### src/rtl/addsub_pipe.sv
// addsub_pipe: two-stage add/sub/adc/sbb/cmp/clc unit with a persistent {C,Z,V,N} flag register.
// Latency 2 cycles accept-to-out_valid, 1 op/cycle; flags_q updates on the accept edge only.
// Backpressure: S2 holds until out_ready, S1 holds behind a stalled S2, in_ready = !s1_valid || s1_advance.
// Optional: define ADDSUB_SATURATE_EN to clamp signed-overflowing add/sub/adc/sbb results.
module addsub_pipe #(
  parameter int WIDTH = 32
) (
  input  logic             clk,
  input  logic             reset,
  input  logic             in_valid,
  output logic             in_ready,
  input  logic [2:0]       select,
  input  logic [WIDTH-1:0] a,
  input  logic [WIDTH-1:0] b,
  output logic             out_valid,
  input  logic             out_ready,
  output logic [WIDTH-1:0] out,
  output logic             carry,
  output logic             zero,
  output logic             overflow,
  output logic             negative,
  output logic             err,
  output logic [3:0]       flags_q
);

  localparam logic [2:0] OP_ADD = 3'b000;
  localparam logic [2:0] OP_SUB = 3'b001;
  localparam logic [2:0] OP_ADC = 3'b010;
  localparam logic [2:0] OP_SBB = 3'b011;
  localparam logic [2:0] OP_CMP = 3'b100;
  localparam logic [2:0] OP_CLC = 3'b101;
  localparam int         MSB    = WIDTH - 1;

  // Stage 1 holds the computed result; beat_q says whether it becomes an output beat.
  logic             s1_valid_q, s1_valid_d;
  logic             s1_beat_q,  s1_beat_d;
  logic [WIDTH-1:0] s1_res_q,   s1_res_d;
  logic [3:0]       s1_flg_q,   s1_flg_d;
  logic             s1_err_q,   s1_err_d;
  // Stage 2 is the output register.
  logic             s2_valid_q, s2_valid_d;
  logic [WIDTH-1:0] s2_res_q,   s2_res_d;
  logic [3:0]       s2_flg_q,   s2_flg_d;
  logic             s2_err_q,   s2_err_d;
  logic [3:0]       flags_d;

  logic             s1_advance;
  logic             accept;
  logic             cin;
  logic             is_sub;
  logic             is_cmp;
  logic             is_clc;
  logic             is_rsvd;
  logic [WIDTH:0]   sum;
  logic [WIDTH-1:0] res_raw;
  logic [WIDTH-1:0] res_fin;
  logic             c_raw;
  logic             v_raw;
  logic [3:0]       arith_flg;

  assign s1_advance = !s2_valid_q || out_ready;
  assign in_ready   = !s1_valid_q || s1_advance;
  assign accept     = in_valid && in_ready;

  assign cin     = flags_q[3];
  assign is_cmp  = (select == OP_CMP);
  assign is_clc  = (select == OP_CLC);
  assign is_rsvd = select[2] & select[1];

  // WIDTH+1 bit sum; the top bit is carry-out for adds and borrow for subtracts.
  always_comb begin
    is_sub = 1'b0;
    sum    = '0;
    case (select)
      OP_ADD: sum = {1'b0, a} + {1'b0, b};
      OP_ADC: sum = {1'b0, a} + {1'b0, b} + {{WIDTH{1'b0}}, cin};
      OP_SUB, OP_CMP: begin
        is_sub = 1'b1;
        sum    = {1'b0, a} - {1'b0, b};
      end
      OP_SBB: begin
        is_sub = 1'b1;
        sum    = {1'b0, a} - {1'b0, b} - {{WIDTH{1'b0}}, cin};
      end
      default: sum = '0;
    endcase
  end

  assign res_raw = sum[MSB:0];
  assign c_raw   = sum[WIDTH];
  // Signed overflow: operands of the effective same sign produced a result of the other sign.
  assign v_raw   = is_sub ? ((a[MSB] != b[MSB]) && (res_raw[MSB] != a[MSB]))
                          : ((a[MSB] == b[MSB]) && (res_raw[MSB] != a[MSB]));

`ifdef ADDSUB_SATURATE_EN
  localparam logic [WIDTH-1:0] SAT_POS = {1'b0, {(WIDTH-1){1'b1}}};
  localparam logic [WIDTH-1:0] SAT_NEG = {1'b1, {(WIDTH-1){1'b0}}};
  // Overflow direction follows the sign of a; cmp keeps the raw difference for its flags.
  assign res_fin = (v_raw && !is_cmp) ? (a[MSB] ? SAT_NEG : SAT_POS) : res_raw;
`else
  assign res_fin = res_raw;
`endif

  assign arith_flg = {c_raw, (res_fin == '0), v_raw, res_fin[MSB]};

  // Next-state: S1->S2 transfer when S2 can take it, new op into S1 on accept, flag register update.
  always_comb begin
    s1_valid_d = s1_valid_q;
    s1_beat_d  = s1_beat_q;
    s1_res_d   = s1_res_q;
    s1_flg_d   = s1_flg_q;
    s1_err_d   = s1_err_q;
    s2_valid_d = s2_valid_q;
    s2_res_d   = s2_res_q;
    s2_flg_d   = s2_flg_q;
    s2_err_d   = s2_err_q;
    flags_d    = flags_q;

    if (s1_advance) begin
      // No-output ops vanish here instead of taking an S2 slot.
      s2_valid_d = s1_valid_q && s1_beat_q;
      if (s1_valid_q && s1_beat_q) begin
        s2_res_d = s1_res_q;
        s2_flg_d = s1_flg_q;
        s2_err_d = s1_err_q;
      end
      s1_valid_d = 1'b0;
    end

    if (accept) begin
      s1_valid_d = 1'b1;
      s1_beat_d  = !is_cmp && !is_clc;
      if (is_rsvd) begin
        s1_res_d = '0;
        s1_flg_d = '0;
        s1_err_d = 1'b1;
      end else begin
        s1_res_d = res_fin;
        s1_flg_d = arith_flg;
        s1_err_d = 1'b0;
      end
      if (is_clc) begin
        flags_d = {1'b0, flags_q[2:0]};
      end else if (!is_rsvd) begin
        flags_d = arith_flg;
      end
    end
  end

  // State registers with synchronous flush of both stages and the flag register.
  always_ff @(posedge clk) begin
    if (reset) begin
      s1_valid_q <= 1'b0;
      s1_beat_q  <= 1'b0;
      s1_res_q   <= '0;
      s1_flg_q   <= '0;
      s1_err_q   <= 1'b0;
      s2_valid_q <= 1'b0;
      s2_res_q   <= '0;
      s2_flg_q   <= '0;
      s2_err_q   <= 1'b0;
      flags_q    <= '0;
    end else begin
      s1_valid_q <= s1_valid_d;
      s1_beat_q  <= s1_beat_d;
      s1_res_q   <= s1_res_d;
      s1_flg_q   <= s1_flg_d;
      s1_err_q   <= s1_err_d;
      s2_valid_q <= s2_valid_d;
      s2_res_q   <= s2_res_d;
      s2_flg_q   <= s2_flg_d;
      s2_err_q   <= s2_err_d;
      flags_q    <= flags_d;
    end
  end

  assign out_valid = s2_valid_q;
  assign out       = s2_res_q;
  assign carry     = s2_flg_q[3];
  assign zero      = s2_flg_q[2];
  assign overflow  = s2_flg_q[1];
  assign negative  = s2_flg_q[0];
  assign err       = s2_err_q;

endmodule

### config.mk
export PLATFORM = sky130hd
export DESIGN_NAME = addsub_pipe
export DESIGN_NICKNAME = d
export VERILOG_FILES = /design/src/rtl/addsub_pipe.sv
export SDC_FILE = /design/constraint.sdc
export NUM_CORES = 1
export LEC_CHECK = 0
export CAP_MARGIN = 20
export CORE_MARGIN = 5
export CORE_UTILIZATION = 45
export CTS_CLUSTER_DIAMETER = 40
export DETAILED_ROUTE_END_ITERATION = 10
export HOLD_SLACK_MARGIN = 0.08
export PLACE_DENSITY_LB_ADDON = 0.25
export RECOVER_POWER = 50
export SYNTH_ARGS = -nofsm -noshare
export SYNTH_HDL_FRONTEND = slang
export SYNTH_SLANG_ARGS = --single-unit
### constraint.sdc
create_clock -name clk -period 7 [get_ports clk]
set_input_delay 1.4 -clock clk [delete_from_list [all_inputs] [get_ports clk]]
set_output_delay 1.4 -clock clk [all_outputs]
set_load 0.05 [all_outputs]
==> run summary, run 1 <==
STATUS
----------------------------------------------------------------------------------------
Result of the run ......................................................... complete, but fails checks
Violated checks ........................................................... max-capacitance violations, max-slew violations

SYNTH
----------------------------------------------------------------------------------------
Synthesized area ..........................................................    9680 um^2
Sequential-to-total area share from yosys stat ............................        0.163
Mapped Nets ...............................................................         1514
Average cell area after synthesis .........................................    7.05 um^2
Ys Warns ..................................................................            0
Cell variety after synth ..................................................           97
Flip-flop cell with the highest count after synthesis ..................... sky130_fd_sc_hd__dfxtp_1
Number of enable flip-flop cells after synthesis ..........................            0
Post-Synthesis Cells ......................................................         1373
Flip-flop and latch count after synthesis .................................           79
Share of synthesized flip-flops with an asynchronous set or reset .........            0

SETUP PATH
----------------------------------------------------------------------------------------
Cell type of the slowest stage on the worst timing path ................... sky130_fd_sc_hd__or4b_1
Sequence of cells on the critical path .................................... clkdlybuf4s50_1 > inv_1 > ha_1 > nor2b_1 > a2111o_1 > a21oi_1 > o22ai_1 > or4b_1 > nor3_2 > nand4b_1 > nor2_1 > xnor2_1 > a2111oi_1 > nand4_1 > nor4_2 > a32o_1
Worst Setup Start Kind ....................................................    input pin
Crit Path Class ...........................................................    in -> reg
Buf/Inv on CP .............................................................            2
Worst Path Required .......................................................      7.27 ns
Stage delay of the slowest cell on the critical path ......................      0.68 ns
Cell family with the largest share of critical-path delay ................. simple AND/OR/NAND/NOR gates
WP data arrival ...........................................................      6.85 ns
Crit end category .........................................................    flip-flop
Worst-path maximum fanout .................................................           13

ROUTE
----------------------------------------------------------------------------------------
Violation count after the first detailed-routing iteration ................          865
Via total after detailed routing ..........................................        10600
Routed len/inst ...........................................................      18.7 um
Number of search-and-repair iterations in the first detailed-routing pass .            5
Average vias per placed instance ..........................................         6.17
Post-route antenna net violation count ....................................            0
Detailed-route DRC error count ............................................            0
Total Wirelength ..........................................................     32300 um

FINAL LAYOUT
----------------------------------------------------------------------------------------
Final net count ...........................................................         1586
Final core utilization ....................................................        0.539
FILL cells ................................................................         2131
Most frequent standard cell in the layout excluding fill and tap cells .... sky130_fd_sc_hd__nand2_1
Leading cell types in the layout, fill and taps excluded .................. sky130_fd_sc_hd__nand2_1, sky130_fd_sc_hd__nor2_1, sky130_fd_sc_hd__a21oi_1, sky130_fd_sc_hd__dfxtp_1, sky130_fd_sc_hd__clkdlybuf4s50_1
Fraction of final layout cells sized beyond drive strength 1 ..............       0.0677
Antenna cell count ........................................................            0
Number of standard cells in the layout, taps in and fillers out ...........         1723
Layout-stage area growth over the synthesis result ........................        17.4%

PWR
----------------------------------------------------------------------------------------
Clock network power share .................................................        0.266
Net switching power of the design .........................................       723 uW
Maximum vdd ir drop .......................................................     0.137 mV
Power, Total ..............................................................      1.85 mW
Fraction of power spent switching nets ....................................        0.392
Fraction of power consumed by combinational cells .........................        0.476
Internal cell power .......................................................      1.12 mW
Pleak .....................................................................      4.36 nW
PD cells ..................................................................  162 nW/um^2
Sequential group share of total power .....................................        0.258

PLACE
----------------------------------------------------------------------------------------
Number of input and output port buffers inserted ..........................          113
Pre-CTS setup slack .......................................................    0.0804 ns
DP Wirelength .............................................................     25900 um
Placed insts ..............................................................         1709
Final RePlAce weighted congestion .........................................        0.941

TIMING
----------------------------------------------------------------------------------------
Upper clock frequency limit ...............................................    0.152 GHz
Setup clock skew after layout .............................................   0.00454 ns
Unrepaired setup endpoints after global routing ...........................           no
Share of the clock period used by the worst path after layout .............        0.941
Clock period minus final worst setup slack ................................      6.58 ns
Transition time at the pin with the least slew margin .....................      3.26 ns
Total Negative Setup Slacks ...............................................         0 ns
Crit path setup slack, layout .............................................     0.416 ns
Total of endpoints with negative setup slack in the final report ..........            0
Final hold vios ...........................................................            0
Pins over their slew limit ................................................           80
Worst slew margin relative to its limit ...................................        -1.17

HOLD PATH
----------------------------------------------------------------------------------------
Kind of path behind the tightest hold check ...............................   reg -> reg

CLOCKING
----------------------------------------------------------------------------------------
Post-CTS Repair Setup Buffers .............................................            0
CTS clock-pin slew for the worst setup and hold paths .....................      0.05 ns
CTS-repair resized insts ..................................................            0
Bufs on Longest Clock Path ................................................            2
Clock net sink count ......................................................           79
Clock tree root buffer cell ............................................... sky130_fd_sc_hd__clkbuf_16
Clk_lat worst skew ........................................................      0.33 ns
Number of H-tree levels ...................................................            3
Number of CTS-inserted buffers ............................................            9
Clock tree from TritonCTS .................................................        built
Number of buffers added to fix hold violations after cts ..................            0

GRT
----------------------------------------------------------------------------------------
Number of global-route vias before repair .................................         9655
First-pass GRT wire length ................................................     51100 um
Number of antenna violations at the first check in global routing .........            0
Overflow left after global routing ........................................            0
Aggregate global-route resource usage .....................................        0.252
Pin count of the biggest net entering global routing ......................           80

FLOORPLAN
----------------------------------------------------------------------------------------
Rows ......................................................................           53
Floorplan Core Area .......................................................   21100 um^2
Chip Width ................................................................       157 um
Initial cell density of the core ..........................................        0.459
Area enclosed by the die boundary .........................................   24500 um^2
Count of pins on the block boundary .......................................          114
Die height ................................................................       157 um

JOB
----------------------------------------------------------------------------------------
Max capacitance violation total ...........................................            1

-- final timing paths --
kind | startpoint | depth (start not counted) | end | slack [ns]
hold reg to reg | s1_flg_q[1]$_SDFFE_PP0P_ | 2 | s1_flg_q[1]$_SDFFE_PP0P_ | 0.44
setup reg to reg | flags_q[3]$_SDFFE_PP0P_ | 13 | s1_flg_q[2]$_SDFFE_PP0P_ | 3.14
setup / recovery | b[3] | 16 | s1_flg_q[2]$_SDFFE_PP0P_ | 0.42
hold / removal | s1_flg_q[1]$_SDFFE_PP0P_ | 2 | s1_flg_q[1]$_SDFFE_PP0P_ | 0.44
-- sequential cells by signal, indices dropped and copies added, names as in the netlist --
name,cells
err,1
flags_q,4
out,31
out_valid,1
s1_beat_q,1
s1_err_q,1
s1_flg_q,4
s1_res_q,31
s1_valid_q,1
s2_flg_q,4
-- synth_stat cells (all sizes together), types with 7 or more instances --
cell    number  area share
a211oi      23       0.020
a21o        20       0.016
a21oi      119       0.063
a221oi      10      0.0090
a22oi       31       0.024
a31oi       12      0.0078
and2        15      0.0097
and3        17       0.011
buf         19       0.011
clkbuf      65       0.025
dfxtp       79        0.16
ha          68       0.088
inv         61       0.024
nand2      157       0.061
nand2b      11      0.0079
nand3       43       0.022
nand3b       7      0.0054
nand4       18       0.012
nor2       138       0.054
nor2b       26       0.017
nor3        41       0.023
nor3b       10      0.0078
nor4        32       0.025
o211ai      26       0.020
o21a        17       0.013
o21ai       54       0.028
o21bai      11      0.0085
o221ai       9      0.0088
o311ai       8      0.0072
o31ai       12      0.0093
or2         12      0.0080
or3          8      0.0052
xnor2       57       0.054
xor2        18       0.016
-- power by group through the flow --
| stage | Clock, mW | Combinational, mW | Sequential (mW) |
|---|---|---|---|
| after floorplan | 0 | 0.599 | 0.492 |
| after global placement | 0 | 0.851 | 0.485 |
| after detailed placement | 0 | 0.854 | 0.486 |
| after CTS | 0.498 | 0.859 | 0.476 |
| after global routing | 0.521 | 0.954 | 0.478 |
| final | 0.491 | 0.878 | 0.477 |
-- final cells by class --
| type | instances | area (um^2) | share of cell area |
|---|---|---|---|
| clock inverter | 3 | 67.6 | 0.00595 |
| clock buffer | 11 | 253 | 0.0222 |
| timing repair buffer | 145 | 1360 | 0.120 |
| inverter | 63 | 236 | 0.0208 |
| sequential | 79 | 1580 | 0.139 |
| multi-input combinational | 1147 | 7520 | 0.662 |
| tap | 275 | 344 | 0.0303 |
-- through the flow --
stage                     hold slack, ns  cell area (um^2)
after floorplan                    0.415              9680
after global placement             0.428             11000
after detailed placement           0.437             11000
after CTS                          0.444             11400
after global routing               0.469             11400
final                              0.442             11400
-- routing by layer --
metal / share of wire / routed length (um) / GRT usage
met5: 0 / 0 / 0
met4: 0.025 / 807 / 0.0690
met2: 0.45 / 14500 / 0.401
met1: 0.47 / 15200 / 0.363
met3: 0.056 / 1800 / 0.0241
-- kinds of logic (layout without fill, tap and decap cells) --
logic type               after synthesis  after routing  synth area share
multiplexers                           8              8           0.00866
XOR/XNOR                              75             75            0.0698
AND/OR/NAND/NOR                      561            561             0.293
buffers and inverters                147            222            0.0610
AO/OA/AOI/OAI                        433            433             0.312
flip-flops                            79             79             0.163
adder cells (fa/ha/maj)               70             70            0.0920
-- worst register-to-register path: stages (launching register included) --
cell and delay, ns:
sky130_fd_sc_hd__dfxtp_1 0.48, sky130_fd_sc_hd__ha_1 0.23, sky130_fd_sc_hd__ha_1 0.21, sky130_fd_sc_hd__and4b_1 0.25, sky130_fd_sc_hd__o21ai_1 0.08, sky130_fd_sc_hd__buf_4 0.17
sky130_fd_sc_hd__a21oi_1 0.66, sky130_fd_sc_hd__nand4bb_1 0.29, sky130_fd_sc_hd__nor3_1 0.24, sky130_fd_sc_hd__mux2i_1 0.10, sky130_fd_sc_hd__a221oi_1 0.45, sky130_fd_sc_hd__o211ai_1 0.18
sky130_fd_sc_hd__nor4_2 0.25, sky130_fd_sc_hd__a32o_1 0.21
Power figures use the tool's default switching activity.
==> run 2, diff against run 1 <==
GPL_ROUTABILITY_DRIVEN = 0   (was not set)
==> run 2 against run 1 <==
The run still ends with max-capacitance violations, max-slew violations left. Utilization fell by 0.58 points. Fmax decreased by 0.46%. Sequential power hardly changed. Wire length down 6.1%. Total power shrank 4.1%. Cell area decreased by 1.1%. Clock power is 9.8% lower. First-iteration DRC count rose by 25%. Hold slack better by 0.0056 ns. Critical path depth shrank 2. Worst setup slack worse by 0.031 ns. Via count down 0.14%. Critical endpoint is now flags_q[3]$_SDFFE_PP0P_. Largest power group unchanged.
==> run summary, run 2 (synthesized netlist as in run 1, its figures left out) <==
STATUS
----------------------------------------------------------------------------------------
Result of the run ......................................................... complete, but fails checks
Violated checks ........................................................... max-capacitance violations, max-slew violations

FLOORPLAN
----------------------------------------------------------------------------------------
Initial cell density of the core ..........................................        0.459   unchanged
Count of pins on the block boundary .......................................          114   unchanged
Chip Width ................................................................       157 um   unchanged
Die height ................................................................       157 um   unchanged
Floorplan Core Area .......................................................   21100 um^2   unchanged
Area enclosed by the die boundary .........................................   24500 um^2   unchanged
Rows ......................................................................           53   unchanged

ROUTE
----------------------------------------------------------------------------------------
Number of search-and-repair iterations in the first detailed-routing pass .            6   +1
Average vias per placed instance ..........................................         6.19   +0.44%
Via total after detailed routing ..........................................        10600   -0.14%
Post-route antenna net violation count ....................................            0   unchanged
Detailed-route DRC error count ............................................            0   unchanged
Violation count after the first detailed-routing iteration ................         1085   +25%
Routed len/inst ...........................................................      17.7 um   -5.5%
Total Wirelength ..........................................................     30300 um   -6.1%

TIMING
----------------------------------------------------------------------------------------
Pins over their slew limit ................................................           80   unchanged
Setup clock skew after layout .............................................   0.00548 ns   +0.000947 ns
Transition time at the pin with the least slew margin .....................      3.20 ns   -0.0568 ns
Total Negative Setup Slacks ...............................................         0 ns   unchanged
Total of endpoints with negative setup slack in the final report ..........            0   unchanged
Upper clock frequency limit ...............................................    0.151 GHz   -0.46%
Final hold vios ...........................................................            0   unchanged
Clock period minus final worst setup slack ................................      6.61 ns   +0.0306 ns
Crit path setup slack, layout .............................................     0.385 ns   -0.0306 ns
Share of the clock period used by the worst path after layout .............        0.945   +0.00438
Worst slew margin relative to its limit ...................................        -1.13   +0.0378
Unrepaired setup endpoints after global routing ...........................           no

FINAL LAYOUT
----------------------------------------------------------------------------------------
FILL cells ................................................................         2080   -2.4%
Most frequent standard cell in the layout excluding fill and tap cells .... sky130_fd_sc_hd__nand2_1
Final net count ...........................................................         1574   -0.76%
Leading cell types in the layout, fill and taps excluded .................. sky130_fd_sc_hd__nand2_1, sky130_fd_sc_hd__nor2_1, sky130_fd_sc_hd__a21oi_1, sky130_fd_sc_hd__dfxtp_1, sky130_fd_sc_hd__clkdlybuf4s50_1
Fraction of final layout cells sized beyond drive strength 1 ..............       0.0605   -0.00718
Layout-stage area growth over the synthesis result ........................        16.1%
Antenna cell count ........................................................            0   unchanged

SETUP PATH
----------------------------------------------------------------------------------------
Stage delay of the slowest cell on the critical path ......................      0.84 ns   +0.16 ns
Worst Path Required .......................................................      7.22 ns   -0.05 ns
Crit Path Class ...........................................................    in -> reg
WP data arrival ...........................................................      6.84 ns   about the same
Crit end category .........................................................    flip-flop
Buf/Inv on CP .............................................................            2   unchanged
Cell type of the slowest stage on the worst timing path ................... sky130_fd_sc_hd__nor4_2
Worst-path maximum fanout .................................................           10   -3
Worst Setup Start Kind ....................................................    input pin
Cell family with the largest share of critical-path delay ................. simple AND/OR/NAND/NOR gates
Most common cell on crit path ............................................. sky130_fd_sc_hd__or4_1
Sequence of cells on the critical path .................................... clkdlybuf4s50_1 > inv_1 > ha_1 > nor4_2 > a21boi_1 > a211oi_2 > o311ai_1 > nand4_1 > or4_1 > or4_1 > and2_0 > o21ai_0 > a211oi_1 > a21o_1

JOB
----------------------------------------------------------------------------------------
Max capacitance violation total ...........................................            1   unchanged

GRT
----------------------------------------------------------------------------------------
Overflow left after global routing ........................................            0   unchanged
Most heavily used metal layer in global routing ...........................         met2
Number of antenna violations at the first check in global routing .........            0   unchanged
Number of global-route vias before repair .................................         9640   -0.16%
Routing usage on met2 .....................................................        0.379   -0.0221
Pin count of the biggest net entering global routing ......................           80   unchanged
Aggregate global-route resource usage .....................................        0.238   -0.0136
First-pass GRT wire length ................................................     49100 um   -4.0%
GR Layer Usage met3 .......................................................       0.0216   -0.00249
Met1 Resource Use GR ......................................................        0.344   -0.0197

CLOCKING
----------------------------------------------------------------------------------------
CTS clock-pin slew for the worst setup and hold paths .....................      0.06 ns   about the same
Number of CTS-inserted buffers ............................................            9   unchanged
Clock net sink count ......................................................           79   unchanged
Clock tree from TritonCTS .................................................        built
Number of H-tree levels ...................................................            3   unchanged
Bufs on Longest Clock Path ................................................            2   unchanged
Post-CTS Repair Setup Buffers .............................................            0   unchanged
Clk_lat worst skew ........................................................      0.33 ns   about the same
CTS-repair resized insts ..................................................            0   unchanged
Clock tree root buffer cell ............................................... sky130_fd_sc_hd__clkbuf_16
Number of buffers added to fix hold violations after cts ..................            0   unchanged

PLACE
----------------------------------------------------------------------------------------
Number of input and output port buffers inserted ..........................          113   unchanged
DP Wirelength .............................................................     24100 um   -7.2%
Pre-CTS setup slack .......................................................     0.207 ns   +0.126 ns

PWR
----------------------------------------------------------------------------------------
PD cells ..................................................................  157 nW/um^2   -3.1%
Maximum vdd ir drop .......................................................     0.115 mV   -16%
Power, Total ..............................................................      1.77 mW   -4.1%
Pleak .....................................................................      4.30 nW   -1.4%

HOLD PATH
----------------------------------------------------------------------------------------
Kind of path behind the tightest hold check ...............................   reg -> reg

==> run 2: changes by cell type in the layout (fill, tap and decap cells not counted), sizes merged <==
cell | before | now
buf | 32 | 20
bufinv | 2 | 0
clkinvlp | 1 | 0
clkbuf | 12 | 14
clkinv | 2 | 5
==> run 2: final timing paths <==
check                           start                       end  slack (ns)  cells past startpoint
min reg2reg  s1_flg_q[1]$_SDFFE_PP0P_  s1_flg_q[1]$_SDFFE_PP0P_        0.45                      2
min          s1_flg_q[1]$_SDFFE_PP0P_  s1_flg_q[1]$_SDFFE_PP0P_        0.45                      2
max reg2reg   flags_q[3]$_SDFFE_PP0P_  s1_flg_q[2]$_SDFFE_PP0P_        3.26                     12
max                             b[10]   flags_q[3]$_SDFFE_PP0P_        0.39                     14
==> run 2: layout make-up <==
| cell class | count | area [um^2] | area share |
|---|---|---|---|
| clock buffers | 13 | 280 | 0.0249 |
| clock inverters | 3 | 15.0 | 0.00134 |
| inverters | 63 | 236 | 0.0210 |
| multi-input cells | 1147 | 7510 | 0.668 |
| flip-flops and latches | 79 | 1580 | 0.141 |
| well taps | 275 | 344 | 0.0306 |
| repair buffers | 133 | 1270 | 0.113 |
==> run 2: metal layers <==
layer  wire length (um)  share of wire
met5                  0              0
met4                634          0.021
met3               2160          0.071
met2              13500           0.45
met1              14000           0.46
==> run 2: worst min-delay path, cell delays in order (launching register included) <==
cell                      delay, ns
sky130_fd_sc_hd__dfxtp_1       0.31
sky130_fd_sc_hd__nand2_1       0.06
sky130_fd_sc_hd__nand2_1       0.04
==> run 2: metrics by stage <==
stage	cell area (um^2)	std cells	hold slack, ns	utilization
2_1_floorplan	9680	1373	0.415	-
3_3_place_gp	10900	1696	0.428	0.519
3_5_place_dp	10900	1696	0.436	0.519
4_1_cts	11200	1712	0.447	0.533
5_1_grt	11200	1713	0.467	0.533
6_report	11200	1713	0.447	0.533
==> run 2: power by group <==
group / internal (mW) / switching, mW / leakage [nW]
Sequential: 0.467 / 0.0101 / 0.641
Combinational: 0.322 / 0.528 / 3.51
Clock: 0.277 / 0.167 / 0.151
Total: 1.06 / 0.705 / 4.30
==> variant 1: new RTL, settings of run 2 <==
Build with the macro `ADDSUB_SATURATE_EN` defined.
--- a/src/rtl/addsub_pipe.sv
+++ b/src/rtl/addsub_pipe.sv
@@ -2,6 +2,8 @@
 // Latency 2 cycles accept-to-out_valid, 1 op/cycle; flags_q updates on the accept edge only.
 // Backpressure: S2 holds until out_ready, S1 holds behind a stalled S2, in_ready = !s1_valid || s1_advance.
 // Optional: define ADDSUB_SATURATE_EN to clamp signed-overflowing add/sub/adc/sbb results.
+`define ADDSUB_SATURATE_EN
+
 module addsub_pipe #(
   parameter int WIDTH = 32
 ) (
Check against the original RTL: not equivalent (a bounded check fails within 4 cycles, from zero or initial values and one cycle with reset high).
==> variant 1 against run 2 <==
The flow still finishes with violations (capacitance limit, slew limit). Synthesized area rose by 1.5%. Largest power group unchanged. First-iteration DRC count fell by 16%. Clock skew fell by 0.0024 ns. Total power rose by 3.9%. Worst setup slack improved by 0.093 ns. Final area rose by 2.8%. Sequential cell count did not move. Wire length rose by 0.57%.
==> variant 1: results (changes against run 2) <==
* Period Utilization, post-route: 93.2% (-1.3 points)
- Ranked by total cell area, the synthesized netlist is headed by sky130_fd_sc_hd__dfxtp_1 (16%), sky130_fd_sc_hd__ha_1 (8.7%), sky130_fd_sc_hd__a21oi_1 (6.9%).
- Power consumed by combinational cells: 913 uW (+7.4%)
* HPWL reported at the end of detailed placement: 24400 um (+1.3%)
- Largest stage delay on the critical path: 0.67 ns (-0.17 ns)
* Violated checks: capacitance limit, slew limit
- Hold EP: out[6]
- Fraction of layout instances using a drive strength above 1: 7.11% (+1.1 points)
- Final WL: 30500 um (+0.57%)
- In this design, the critical path's most frequently occurring cell is sky130_fd_sc_hd__a21o_1.
- The post-placement cell area was 11300 sq um (+2.9%).
- Vias in the first global route: 9862 (+2.3%)
- Setup slack of the most critical reg-to-reg path: 2.97 ns (-0.29 ns)
* Total global routing track utilization: 23.6% (-0.22 points)
- The number of vias per cell is 6.19 (-0.13%).
* Leak Pwr: 4.43 nW (+3.1%)
* Met2 usage in global routing: 38.3% (+0.41 points)
- Status: finished with violations
- The total length of routed met3 wires was 2410 um (+11%).
- By count the netlist is led by sky130_fd_sc_hd__nand2_1 (178), sky130_fd_sc_hd__a21oi_1 (135), sky130_fd_sc_hd__nor2_1 (127).
* Wire length of the first global-routing pass: 49500 um (+0.86%)
* Final setup skew: 0.00312 ns (-0.00236 ns)
- Number of pins exceeding their max-slew limit in the final report: 69 (-14%)
- The count of maximum capacitance violations was 1 (unchanged).
- The pre-CTS worst setup slack was 0.176 ns (-0.0310 ns).
- The sequential share of the synthesized area is 16.1% (-0.25 points).
* Routed length on met1: 13700 um (-1.6%)
* Total power of the final layout: 1.84 mW (+3.9%)
- Worst IR Drop VDD: 0.125 mV (+8.5%)
- Avg Cell Area, Syn: 7.10 sq um (+0.66%)
- Worst hold slack across all endpoints: 0.451 ns (+0.00363 ns)
* Cell count after placement: 1740 (+2.6%)
* Final non-filler cell total: 1757 (+2.6%)
- The maximum number of pins on one net before global-route repair came to 69 (-14%).
==> variant 1: cell types whose count changed after synthesis, sizes merged, moves of 9 or more <==
cell and change:
nor2b -9, a2bb2oi +9, a221o +13, o21ai +16, nor2 -10, nand2 +21
a21oi +18, a22oi -25, or3 +12, inv +9, clkbuf -12
==> variant 1: final cells by class <==
class                   instances  area (sq um)
clock buffers                  14           284
flip-flops and latches         79          1580
inverters                      71           267
fillers                      2155         10100
multi-input cells            1160          7650
well taps                     280           350
repair buffers                151          1410
clock inverters                 2          12.5
==> variant 1: kinds of logic (layout without fill, tap and decap cells) <==
logic type / Yosys count / after routing / synth area share [%]
buffers and inverters: 146 / 238 / 6.05
xor gates and xnor gates: 65 / 65 / 5.87
muxes: 11 / 11 / 1.35
adders and majority gates: 70 / 70 / 9.06
DFF: 79 / 79 / 16.1
and+or+nand+nor: 562 / 562 / 29.7
AOI/OAI and AO/OA: 452 / 452 / 31.9
==> variant 2: new RTL, settings of run 2 <==
Without the edit above. Make the reset (`reset`) asynchronous in one clocked block.
--- a/src/rtl/addsub_pipe.sv
+++ b/src/rtl/addsub_pipe.sv
@@ -148,7 +148,7 @@
   end
 
   // State registers with synchronous flush of both stages and the flag register.
-  always_ff @(posedge clk) begin
+  always_ff @(posedge clk or posedge reset) begin
     if (reset) begin
       s1_valid_q <= 1'b0;
       s1_beat_q  <= 1'b0;
Function: differs if reset is asserted again (counterexample within 4 cycles, from zero or initial values and one cycle with reset high); with reset held inactive, the same outputs for 4 cycles.
==> variant 2 against run 2 <==
The run still ends with capacitance limit, slew limit left. Maximum frequency rose by 1.9%. Hold slack improved by 0.027 ns. Total power increased by 57%. Register-to-register slack lost 0.25 ns. Wire length is 9.0% higher. Sequential power rose by 40%. Worst setup slack improved by 0.12 ns. Sequential cell count unchanged. Synthesized area is 7.5% higher. Combinational power rose by 86%. First-iteration DRC count about the same. Final area is 8.0% higher.
==> variant 2: results (changes against run 2) <==
* HPWL reported at the end of detailed placement: 26300 um (+9.1%)
* Pin count of the biggest net entering global routing: 80 (unchanged)
- The via count of the first global-routing pass was 10175 (+5.5%).
- The biggest cell delay along the critical path is 0.69 ns (-0.15 ns).
* Fill count: 2201 (+5.8%)
- The maximum number of buffers from clock root to sink came to 2 (unchanged).
* CP max-delay cell: sky130_fd_sc_hd__ha_1
- The final routed wire length divided by cell count came to 19.1 um (+8.1%).
- The maximum fanout along the worst path is 17 (+7).
- Clock buffers created by TritonCTS: 9 (unchanged)
* Share of async-settable or async-resettable flops after synthesis: 100% (+100 points)
* Wire length of the first global-routing pass: 53100 um (+8.2%)
- The sum of negative setup slack came to 0 ns (unchanged).
- Post-synthesis cell type count: 101 (+4.1%)
- The number of vias per cell was 6.35 (+2.6%).
* Initial antenna violation count: 0 (unchanged)
- Main area contributors after synthesis: sky130_fd_sc_hd__dfrtp_1 (19%), sky130_fd_sc_hd__ha_1 (8.2%), sky130_fd_sc_hd__mux2_2 (5.6%)
* Clock slew at reported path FFs: 0.06 ns (about the same)
- Count of H-tree levels built during CTS: 3 (unchanged)
- The total of buffers placed on input and output ports was 113 (unchanged).
- The number of antenna repair diodes came to 0 (unchanged).
* Violation count after the first detailed-routing iteration: 1086 (+0.092%)
- Ranked by instance count, the synthesized netlist is headed by sky130_fd_sc_hd__nand2_1 (136), sky130_fd_sc_hd__nor2_1 (104), sky130_fd_sc_hd__a21oi_1 (100).
- The static leakage is 4.92 nW (+14%).
* Number of iterations in the first detailed-routing pass: 8 (+2)
- The transition time at the pin with the least slew margin is 4.07 ns (+0.872 ns).
- The final net count is 1578 (+0.25%).
- Portion of the post-synthesis area used by sequential elements: 19.0% (+2.7 points)
- Top routing layer in use: met4
* Fraction of layout instances using a drive strength above 1: 11.1% (+5.0 points)
- Total global routing track utilization: 24.3% (+0.52 points)
* Number of pins exceeding their max-slew limit in the final report: 117 (+46%)
- The post-synth net total is 1488 (-1.7%).
* Hold Path Stages: 2 (unchanged)
- Reported max-cap violation count: 2 (+1)
- Synthesis warning total: 0 (unchanged)
* Post-cts gate resize count: 0 (unchanged)
- The met2 layer wire length in the routed design was 14600 um (+7.4%).
* Setup WS pre-CTS: 0.297 ns (+0.0902 ns)
- Final setup skew: 0.00428 ns (-0.00120 ns)
* Clock Root Buffer: sky130_fd_sc_hd__clkbuf_16
- Met3 wire length: 2420 um (+12%)
* Post-CTS Setup Bufs: 0 (unchanged)
- Clock insertion delay at the later pin of the skew report: 0.33 ns (about the same)
- The run finished, with violations left.
- The final reports fail on capacitance limit, slew limit.
- Class of the tightest hold or removal check: reg -> reg
* CP Data Arrival Time: 6.75 ns (-0.09 ns)
* Post-synth top flop: sky130_fd_sc_hd__dfrtp_1
- The wire length on met1 is 15000 um (+7.1%).
- The worst reg-to-reg path cell count is 12 (unchanged).
- The peak supply drop came to 0.171 mV (+48%).
[variant 2: cell types whose count changed in the layout (fill, tap and decap cells not counted), moves of 21 or more]
cell	run 2	this run
sky130_fd_sc_hd__dfrtp_1	0	79
sky130_fd_sc_hd__dfxtp_1	79	0
sky130_fd_sc_hd__mux2_2	3	52
sky130_fd_sc_hd__clkdlybuf4s50_1	71	111
sky130_fd_sc_hd__dlygate4sd3_1	41	2
sky130_fd_sc_hd__nor2_1	136	103
sky130_fd_sc_hd__o21ai_0	48	76
sky130_fd_sc_hd__a22oi_1	31	5
sky130_fd_sc_hd__nand2_1	157	136
[variant 2: worst paths after layout]
check / slack (ns) / startpoint / end
worst max register to register: 3.01 / flags_q[3] / flags_q[2]
worst min-delay path: 0.47 / s1_res_q[19] / s1_res_q[19]
worst max-delay path: 0.51 / b[5] / flags_q[2]
min in group asynchronous: 3.13 / reset / out[20]
worst min register to register: 0.47 / s1_res_q[19] / s1_res_q[19]
max in group asynchronous: 1.58 / reset / out[4]
[variant 2: report_power, final]
| part | total, mW | internal (mW) | switching, mW |
|---|---|---|---|
| sequential | 0.666 | 0.590 | 0.0767 |
| combinational | 1.58 | 0.584 | 0.998 |
| clock | 0.529 | 0.356 | 0.172 |
[variant 2: critical path: cells and delay by family]
kind / cells / cell delay [ns]
compound gates: 5 / 1.73
simple gates: 7 / 2.00
fa+ha+maj: 1 / 0.69
mux: 1 / 0.39
buf+inv: 2 / 0.53
[variant 2: layout make-up]
| type | instances | area share (%) |
|---|---|---|
| Clock buffer | 10 | 1.97 |
| Clock inverter | 6 | 0.886 |
| Inverter | 62 | 1.93 |
| Multi-Input combinational cell | 1132 | 64.3 |
| Sequential cell | 79 | 16.3 |
| Tap cell | 285 | 2.94 |
| Timing Repair Buffer | 153 | 11.7 |
[variant 2: through the flow]
stage	cell area, sq um	power [mW]	util (%)	hold slack [ns]	instances
floorplan	10400	1.76	-	0.433	1347
global placement	11800	2.21	52.0	0.457	1710
detailed placement	11800	2.23	52.0	0.467	1710
CTS	12100	2.77	53.5	0.479	1726
global route	12100	2.94	53.5	0.500	1727
finish	12100	2.78	53.5	0.474	1727
[variant 2: layer usage]
layer  global-route usage (%)  vias to the layer above
li1                         -                     5206
met1                     34.5                     5162
met2                     38.2                      521
met3                     2.66                       83
met4                     9.19                        0
met5                        0                        -
[variant 2: cells by family (layout without fill, tap and decap cells)]
group | Yosys count | after routing | synth area share (%)
AOI/OAI and AO/OA | 404 | 404 | 27.6
xor gates and xnor gates | 69 | 69 | 5.81
adders and majority gates | 70 | 70 | 8.56
buffers and inverters | 136 | 231 | 6.00
DFF | 79 | 79 | 19.0
muxes | 63 | 63 | 6.70
and+or+nand+nor | 526 | 526 | 26.4
